## src/rtl/microcode_sequencer_pkg.sv

```systemverilog
// Shared types for the microcode sequencer: register and phase encodings, micro-op layout, FSM states.
package microcode_sequencer_pkg;

    localparam int unsigned ADDR_W       = 8;
    localparam int unsigned UOP_W        = 16;
    localparam int unsigned MAX_UOPS     = 16;
    localparam int unsigned REG_W        = 5;
    localparam int unsigned ALU_W        = 4;
    localparam int unsigned UOP_LAST_BIT = 15;
    localparam int unsigned STEP_W       = $clog2(MAX_UOPS) + 1;

    // REG_ALU is not a writable destination, so parking both selectors on it is a safe idle.
    typedef enum logic [REG_W-1:0] {
        REG_A   = 5'd0,
        REG_B   = 5'd1,
        REG_C   = 5'd2,
        REG_D   = 5'd3,
        REG_SP  = 5'd4,
        REG_PC  = 5'd5,
        REG_MAR = 5'd6,
        REG_MDR = 5'd7,
        REG_IR  = 5'd8,
        REG_ALU = 5'd31
    } reg_type;

    typedef enum logic [1:0] {
        CYCLE_NOOP      = 2'd0,
        CYCLE_REG_FETCH = 2'd1,
        CYCLE_ALU       = 2'd2,
        CYCLE_REG_WRITE = 2'd3
    } microcode_cycle;

    typedef struct packed {
        logic             last;
        logic [REG_W-1:0] in_sel;
        logic [REG_W-1:0] out_sel;
        logic             rsvd;
        logic [ALU_W-1:0] alu_op;
    } uop_t;

    typedef enum logic [2:0] {
        ST_IDLE   = 3'd0,
        ST_ADDR   = 3'd1,
        ST_DECODE = 3'd2,
        ST_FETCH  = 3'd3,
        ST_ALU    = 3'd4,
        ST_WRITE  = 3'd5
    } seq_state;

endpackage

```

## src/rtl/microcode_sequencer.sv

```systemverilog
// Steps micro-op programs out of a synchronous microcode ROM and drives the register/ALU phases.
// Define UCODE_PREFETCH_EN to overlap the next ROM read with the ALU phase (3 cycles per chained op).
module microcode_sequencer
    import microcode_sequencer_pkg::*;
(
    input  logic              i_clk,
    input  logic              i_reset,
    input  logic              i_start,
    input  logic [ADDR_W-1:0] i_start_addr,
    input  logic              i_stall,
    output logic [ADDR_W-1:0] o_rom_addr,
    input  logic [UOP_W-1:0]  i_rom_data,
    output logic [1:0]        o_current_cycle,
    output logic [REG_W-1:0]  o_bus_input_selector,
    output logic [REG_W-1:0]  o_bus_output_selector,
    output logic [ALU_W-1:0]  o_alu_op,
    output logic              o_busy,
    output logic              o_done,
    output logic              o_overrun
);

    seq_state            r_state;
    uop_t                r_uop;
    logic [ADDR_W-1:0]   r_pc;
    logic [STEP_W-1:0]   r_step;

    uop_t                w_rom_uop;
    logic                w_freeze;
    logic                w_last_step;
    logic                w_unused_rsvd;

    assign w_rom_uop     = uop_t'(i_rom_data);
    assign w_freeze      = i_stall && (r_state != ST_IDLE);
    assign w_last_step   = (r_step == STEP_W'(MAX_UOPS - 1));
    assign w_unused_rsvd = r_uop.rsvd;

    always_ff @(posedge i_clk or posedge i_reset) begin
        if (i_reset) begin
            r_state               <= ST_IDLE;
            r_uop                 <= '0;
            r_pc                  <= '0;
            r_step                <= '0;
            o_rom_addr            <= '0;
            o_current_cycle       <= CYCLE_NOOP;
            o_bus_input_selector  <= REG_ALU;
            o_bus_output_selector <= REG_ALU;
            o_alu_op              <= '0;
            o_busy                <= 1'b0;
            o_done                <= 1'b0;
            o_overrun             <= 1'b0;
        end else begin
            // done is a transition pulse, so it drops even while frozen
            o_done <= 1'b0;
            if (!w_freeze) begin
                case (r_state)
                    ST_IDLE: begin
                        if (i_start) begin
                            r_state    <= ST_ADDR;
                            r_pc       <= i_start_addr;
                            o_rom_addr <= i_start_addr;
                            r_step     <= '0;
                            o_busy     <= 1'b1;
                            o_overrun  <= 1'b0;
                        end
                    end
                    ST_ADDR: begin
                        r_state <= ST_DECODE;
                    end
                    ST_DECODE: begin
                        r_state               <= ST_FETCH;
                        r_uop                 <= w_rom_uop;
                        o_current_cycle       <= CYCLE_REG_FETCH;
                        o_bus_input_selector  <= w_rom_uop.in_sel;
                        o_bus_output_selector <= w_rom_uop.out_sel;
                        o_alu_op              <= w_rom_uop.alu_op;
                    end
                    ST_FETCH: begin
                        r_state               <= ST_ALU;
                        o_current_cycle       <= CYCLE_ALU;
                        o_bus_input_selector  <= r_uop.in_sel;
                        o_bus_output_selector <= r_uop.out_sel;
                        o_alu_op              <= r_uop.alu_op;
`ifdef UCODE_PREFETCH_EN
                        o_rom_addr            <= r_pc + ADDR_W'(1);
`endif
                    end
                    ST_ALU: begin
                        r_state               <= ST_WRITE;
                        o_current_cycle       <= CYCLE_REG_WRITE;
                        o_bus_input_selector  <= r_uop.in_sel;
                        o_bus_output_selector <= r_uop.out_sel;
                        o_alu_op              <= r_uop.alu_op;
                    end
                    ST_WRITE: begin
                        if (r_uop.last || w_last_step) begin
                            r_state               <= ST_IDLE;
                            o_current_cycle       <= CYCLE_NOOP;
                            o_bus_input_selector  <= REG_ALU;
                            o_bus_output_selector <= REG_ALU;
                            o_alu_op              <= '0;
                            o_busy                <= 1'b0;
                            o_done                <= 1'b1;
                            o_overrun             <= !r_uop.last;
                        end else begin
                            r_step <= r_step + STEP_W'(1);
                            r_pc   <= r_pc + ADDR_W'(1);
`ifdef UCODE_PREFETCH_EN
                            // ROM already returned the next word during WRITE
                            r_state               <= ST_FETCH;
                            r_uop                 <= w_rom_uop;
                            o_current_cycle       <= CYCLE_REG_FETCH;
                            o_bus_input_selector  <= w_rom_uop.in_sel;
                            o_bus_output_selector <= w_rom_uop.out_sel;
                            o_alu_op              <= w_rom_uop.alu_op;
`else
                            r_state               <= ST_ADDR;
                            o_rom_addr            <= r_pc + ADDR_W'(1);
                            o_current_cycle       <= CYCLE_NOOP;
                            o_bus_input_selector  <= REG_ALU;
                            o_bus_output_selector <= REG_ALU;
                            o_alu_op              <= '0;
`endif
                        end
                    end
                    default: begin
                        r_state <= ST_IDLE;
                    end
                endcase
            end
        end
    end

endmodule

```

## config.mk

```make
export PLATFORM = sky130hd
export DESIGN_NAME = microcode_sequencer
export DESIGN_NICKNAME = d
export VERILOG_FILES = /design/src/rtl/microcode_sequencer_pkg.sv /design/src/rtl/microcode_sequencer.sv
export SDC_FILE = /design/constraint.sdc
export NUM_CORES = 1
export LEC_CHECK = 0
export ABC_AREA = 1
export BUFFER_PORTS_ARGS = -buffer_cell sky130_fd_sc_hd__buf_2
export CORE_MARGIN = 2
export CORE_UTILIZATION = 60
export CTS_BUF_LIST = sky130_fd_sc_hd__clkbuf_8
export DETAILED_ROUTE_END_ITERATION = 10
export PLACE_DENSITY_LB_ADDON = 0.3
export SLEW_MARGIN = 20
export SYNTH_ARGS = -nofsm -noshare
export SYNTH_HDL_FRONTEND = slang
export SYNTH_SLANG_ARGS = --single-unit
```

## constraint.sdc

```tcl
create_clock -name i_clk -period 4.1 [get_ports i_clk]
set_clock_uncertainty 0.1 [all_clocks]
set_input_delay 0.615 -clock i_clk [delete_from_list [all_inputs] [get_ports i_clk]]
set_output_delay 0.615 -clock i_clk [all_outputs]
set_load 0.01 [all_outputs]
```

**After elaboration in Yosys (flattened, before gate mapping)**

Index checks and enable logic that the tools add are counted.

- Add/subtract/negate cells: 2
- Muxes and demuxes: 22
- Bitwise logic cells: 1
- Reductions and logical operators: 15
- Equality and inequality tests: 9

Operators by type and width:

| cell | count |
|---|---|
| $pmux 5 s3 | 2 |
| $pmux 3 s6 | 1 |
| $mux 8 | 2 |
| $pmux 8 s2 | 1 |
| $pmux 4 s3 | 1 |
| $mux 5 | 2 |
| $pmux 5 s2 | 1 |
| $add 8x1->8 const B | 1 |
| $mux 1 | 8 |
| $pmux 2 s4 | 1 |
| $reduce_and 2->1 | 4 |
| $reduce_and 4->1 | 2 |
| $eq 3x2->1 const B | 2 |
| $eq 3x3->1 const B | 2 |
| $ne 2x2->1 const B | 3 |
| $reduce_bool 3->1 | 2 |
| $add 5x1->5 const B | 1 |
| $eq 5x4->1 const B | 1 |
| $pmux 1 s2 | 2 |
| $reduce_bool 4->1 | 1 |
| $eq 3x1->1 const B | 1 |
| $logic_not 3->1 | 1 |
| $mux 3 | 1 |
| $reduce_bool 2->1 | 1 |
| other kinds (5) | 5 |

- Bits in registers: 50
- Output and inout port bits: 27
- Word-level logic and storage cells: 63
- Bits of input ports: 28

**Longest topological paths before layout**

- Depth in word-level cells: 5
- Mapped depth: 12
- Depth with buffers taken out: 11

**Worst setup path after synthesis**

No wires, ideal clock.

- Path kind: flip-flop to flip-flop
- From: register r_step[0]
- To: register r_pc[5]
- Arrival time: 1.668 ns
- Cell stages (with the launch flop): 13
- Setup time: 0.117 ns
- Required time: 3.883 ns
- Period minus slack after synthesis: 1.885 ns
- Buffers on the path: 1
- Path slack: 2.215 ns
- Cells stage by stage: dfrtp_1 -> ha_1 -> nand2_1 -> nor2_1 -> ha_1 -> or2_2 -> nand2_1 -> nand2_1 -> nor2_4 -> buf_6 -> inv_4 -> nand2_1 -> nand2_1

- Cells in the longest elaborated chain, start to end: 4

Ends and longest elaborated chain:

| what | line | RTL |
|---|---|---|
| start, declared | microcode_sequencer.sv:25 | `logic [STEP_W-1:0] r_step;` |
| start signal, assigned | microcode_sequencer.sv:105 | `r_step <= r_step + STEP_W'(1);` |
| $eq 5x4->1 | microcode_sequencer.sv:34 | `assign w_last_step = (r_step == STEP_W'(MAX_UOPS - 1));` |
| $logic_or 1x1->1 | microcode_sequencer.sv:95 | `if (r_uop.last \|\| w_last_step) begin` |
| $ne 2x2->1 (no line) | n/a |  |
| $reduce_and 4->1 (no line) | n/a |  |
| end signal, assigned | microcode_sequencer.sv:59 | `r_pc <= i_start_addr;` |
| end signal, assigned | microcode_sequencer.sv:106 | `r_pc <= r_pc + ADDR_W'(1);` |
| end, declared | microcode_sequencer.sv:24 | `logic [ADDR_W-1:0] r_pc;` |

No other way between the ends.
A chain may end at the register's enable or synchronous reset.

**Final worst setup path**

- From: register r_step[0]
- To: register r_pc[7]

Same word-level chain as after synthesis.

==> metrics <==
status=finished, final reports clean; Clock Latency Late Sink=310 ps; vias post-DR=~2200; time the final worst path needs with I/O delays and setup=~2300 ps; average footprint of a synthesized cell=~7.9 um2; most common cell in the synthesized netlist=sky130_fd_sc_hd__nand2_1; synth top area cells=sky130_fd_sc_hd__dfrtp_1 (38%), sky130_fd_sc_hd__nand2_1 (18%), sky130_fd_sc_hd__dfstp_2 (10%), sky130_fd_sc_hd__o21ai_0 (6.7%), sky130_fd_sc_hd__inv_1 (4.4%); sequential group share of total power=0.414; routability congestion estimate from global placement=between 0.8 and 0.9; clock-pin slew on the worst setup and hold paths=around 100 ps; vias in the first global route=between 1500 and 2000; Min-Delay Path Class=input port to asynchronous set/reset pin; first-pass GRT wire length=between 8000 and 9000 um; # DRC=0; CTS tree=done; Detailed Routing Iterations Pass 1=4; overall power after layout=roughly 0.0022 W; kind of end point of the critical path=flip-flop; critical setup path kind=flip-flop to flip-flop; max-cap violations=0; core area=between 4000 and 5000 um2; most frequent cells after synthesis=sky130_fd_sc_hd__nand2_1 (124), sky130_fd_sc_hd__dfrtp_1 (40), sky130_fd_sc_hd__o21ai_0 (35); Slew headroom=0.352; setup fix buffers added after clock tree synthesis=0; worst slack after detailed placement=1870 ps; accumulated negative setup slack=0 ps; CTS resizes=0; post-DP HPWL=3470 um; internal portion of total power=0.00127 W; maximum number of pins on one net before global-route repair=between 50 and 60; CTS max path bufs=2; count of flip-flops with a built-in enable after synthesis=0; flip-flop cell with the highest count after synthesis=sky130_fd_sc_hd__dfrtp_1; async set-reset flop share out of synthesis=1.00; H-tree levels=2; global router's overall resource usage=0.231; distinct cell type count of the synthesized netlist=29; effective utilization at floorplan=0.614; count of boundary I/O pins=55; iteration-0 DRC count of the detailed router=160; fraction of final layout cells sized beyond drive strength 1=0.245; setup slack of the most critical reg-to-reg path=1810 ps; master cell of the clock root buffer=sky130_fd_sc_hd__clkbuf_8; biggest area consumer among synthesized cells=sky130_fd_sc_hd__dfrtp_1; post-route ant nets=0; clock network fraction of total power=0.164; switching component of the power=roughly 0.00093 W; startpoint kind of the worst setup timing path=flip-flop; number of nets at the end of the flow=slightly above 400; sw frac=0.421; net count after synthesis=between 300 and 400; die outline width=roughly 70 um; antenna violations before repair=0; CP startpoint=r_step[0]; power share of the combinational group=0.421; count of fill cells added during filler insertion=between 300 and 400; number of setup violations in the final report=0; count of pins over their slew limit=0; WP data arrival=approximately 2400 ps; placement row count=24; FMAX=about 440 MHz; Pwr Density=744 nW/um2; worst path setup slack after routing=~1800 ps; number of hold violations in the final report=0; synth warn=0; Worst R2R Start=r_step[0]; DIE AREA=approximately 5000 um2; post-DR wirelength/cell=12.4 um; worst-path maximum fanout=20; required time at the worst-slack endpoint=4190 ps; RSZ-0062 raised after global routing=no; fraction of post-synthesis cell area in the top cell type by area=0.382; CTS Buf Count=5; post-synthesis instance area=~2600 um2; area growth from synthesis to layout=12.9%; worst slew pin tran=a little under 1000 ps; VDD IR-drop max=about 0.34 mV; Tcrit/Tclk final=0.558; instance count of the mapped netlist=roughly 330; Via density=between 5 and 6; post-cts hold buffer count=0; number of antenna repair diodes=0; standby leakage power=~1.6 nW; total wire length=~5300 um; IO Port Bufs=53; Die Span Y=between 70 and 80 um; sequential-to-total area share from yosys stat=0.483; post-synthesis sequential element count=50; Clock Sink Count=50; gr ovfl total=0
-- stage by stage --
step	instances	utilization	cell area [um2]	hold slack (ps)
global route	431	0.693	2960	401
detailed placement	423	0.665	2840	357
CTS	431	0.693	2950	377
floorplan	333	-	2620	353
finish	431	0.693	2960	351
global placement	423	0.665	2840	355
-- worst max-delay path, cell delays in order (launching register included) --
cell and delay, ps:
sky130_fd_sc_hd__dfrtp_1 430, sky130_fd_sc_hd__ha_1 220, sky130_fd_sc_hd__nand2_1 80, sky130_fd_sc_hd__nor2_1 40, sky130_fd_sc_hd__ha_1 160, sky130_fd_sc_hd__or2_2 300, sky130_fd_sc_hd__nand2_1 110, sky130_fd_sc_hd__nand2_1 90
sky130_fd_sc_hd__nor2_4 390, sky130_fd_sc_hd__inv_4 120, sky130_fd_sc_hd__nand2_1 80, sky130_fd_sc_hd__nand2_1 50
-- layer usage --
layer,track usage,vias up,part of all wire
met2,0.382,53,0.48
met3,0.0346,4,0.049
met4,0.0812,0,0.0068
met1,0.311,1019,0.46
met5,0,-,0
li1,-,1139,-
-- registers in the layout, indices dropped and copies added (netlist names) --
signal,count
o_alu_op,4
o_overrun,1
r_state,3
o_busy,1
o_done,1
o_bus_output_selector,5
o_current_cycle,2
r_uop,15
o_bus_input_selector,5
r_pc,8
r_step,5
-- area by class of cell --
type,instances,area [um2],share of cell area
flip-flops and latches,50,1260,0.428
well taps,52,65.1,0.0220
repair buffers,53,265,0.0898
clock inverters,2,33.8,0.0114
multi-input cells,234,1110,0.377
clock buffers,6,82.6,0.0279
inverters,34,131,0.0445
-- placed cells by master (no fill, tap or decap), types with 2 or more instances in the layout --
| cell | instances |
|---|---|
| sky130_fd_sc_hd__dfstp_2 | 10 |
| sky130_fd_sc_hd__nand2_4 | 3 |
| sky130_fd_sc_hd__nand2_1 | 124 |
| sky130_fd_sc_hd__o21ai_2 | 6 |
| sky130_fd_sc_hd__nand3_1 | 17 |
| sky130_fd_sc_hd__nor2_1 | 13 |
| sky130_fd_sc_hd__buf_2 | 53 |
| sky130_fd_sc_hd__or2_2 | 4 |
| sky130_fd_sc_hd__o21ai_1 | 4 |
| sky130_fd_sc_hd__dfrtp_1 | 40 |
| sky130_fd_sc_hd__a21oi_1 | 14 |
| sky130_fd_sc_hd__inv_1 | 31 |
| sky130_fd_sc_hd__o21ai_0 | 35 |
| sky130_fd_sc_hd__ha_1 | 3 |
| sky130_fd_sc_hd__nand3_2 | 2 |
| sky130_fd_sc_hd__inv_2 | 2 |
| sky130_fd_sc_hd__clkbuf_8 | 6 |
-- final timing paths --
path | depth (start not counted) | to
max | 11 | r_pc[7]
min | 2 | r_uop[10]
max reg2reg | 11 | r_pc[7]
min reg2reg | 2 | o_bus_output_selector[4]
max in group asynchronous | 2 | r_state[2]
min in group i_clk | 2 | o_bus_output_selector[4]
-- power by group through the flow --
stage / clock (W) / combinational [W] / sequential (W)
4_1_cts: 0.000366 / 0.000938 / 0.000910
6_report: 0.000361 / 0.000926 / 0.000911
3_5_place_dp: 0 / 0.000934 / 0.000918
2_1_floorplan: 0 / 0.000714 / 0.000927
3_3_place_gp: 0 / 0.000905 / 0.000911
5_1_grt: 0.000384 / 0.00106 / 0.000943
-- cell families after synthesis --
group                      after synthesis  synth area share
and+or+nand+nor                        170             0.283
AOI/OAI and AO/OA                       60             0.124
DFF                                     50             0.483
buffers and inverters                   49            0.0918
adders and majority gates                3            0.0143
xor gates and xnor gates                 1           0.00335
(Power assumes the default switching activity.)
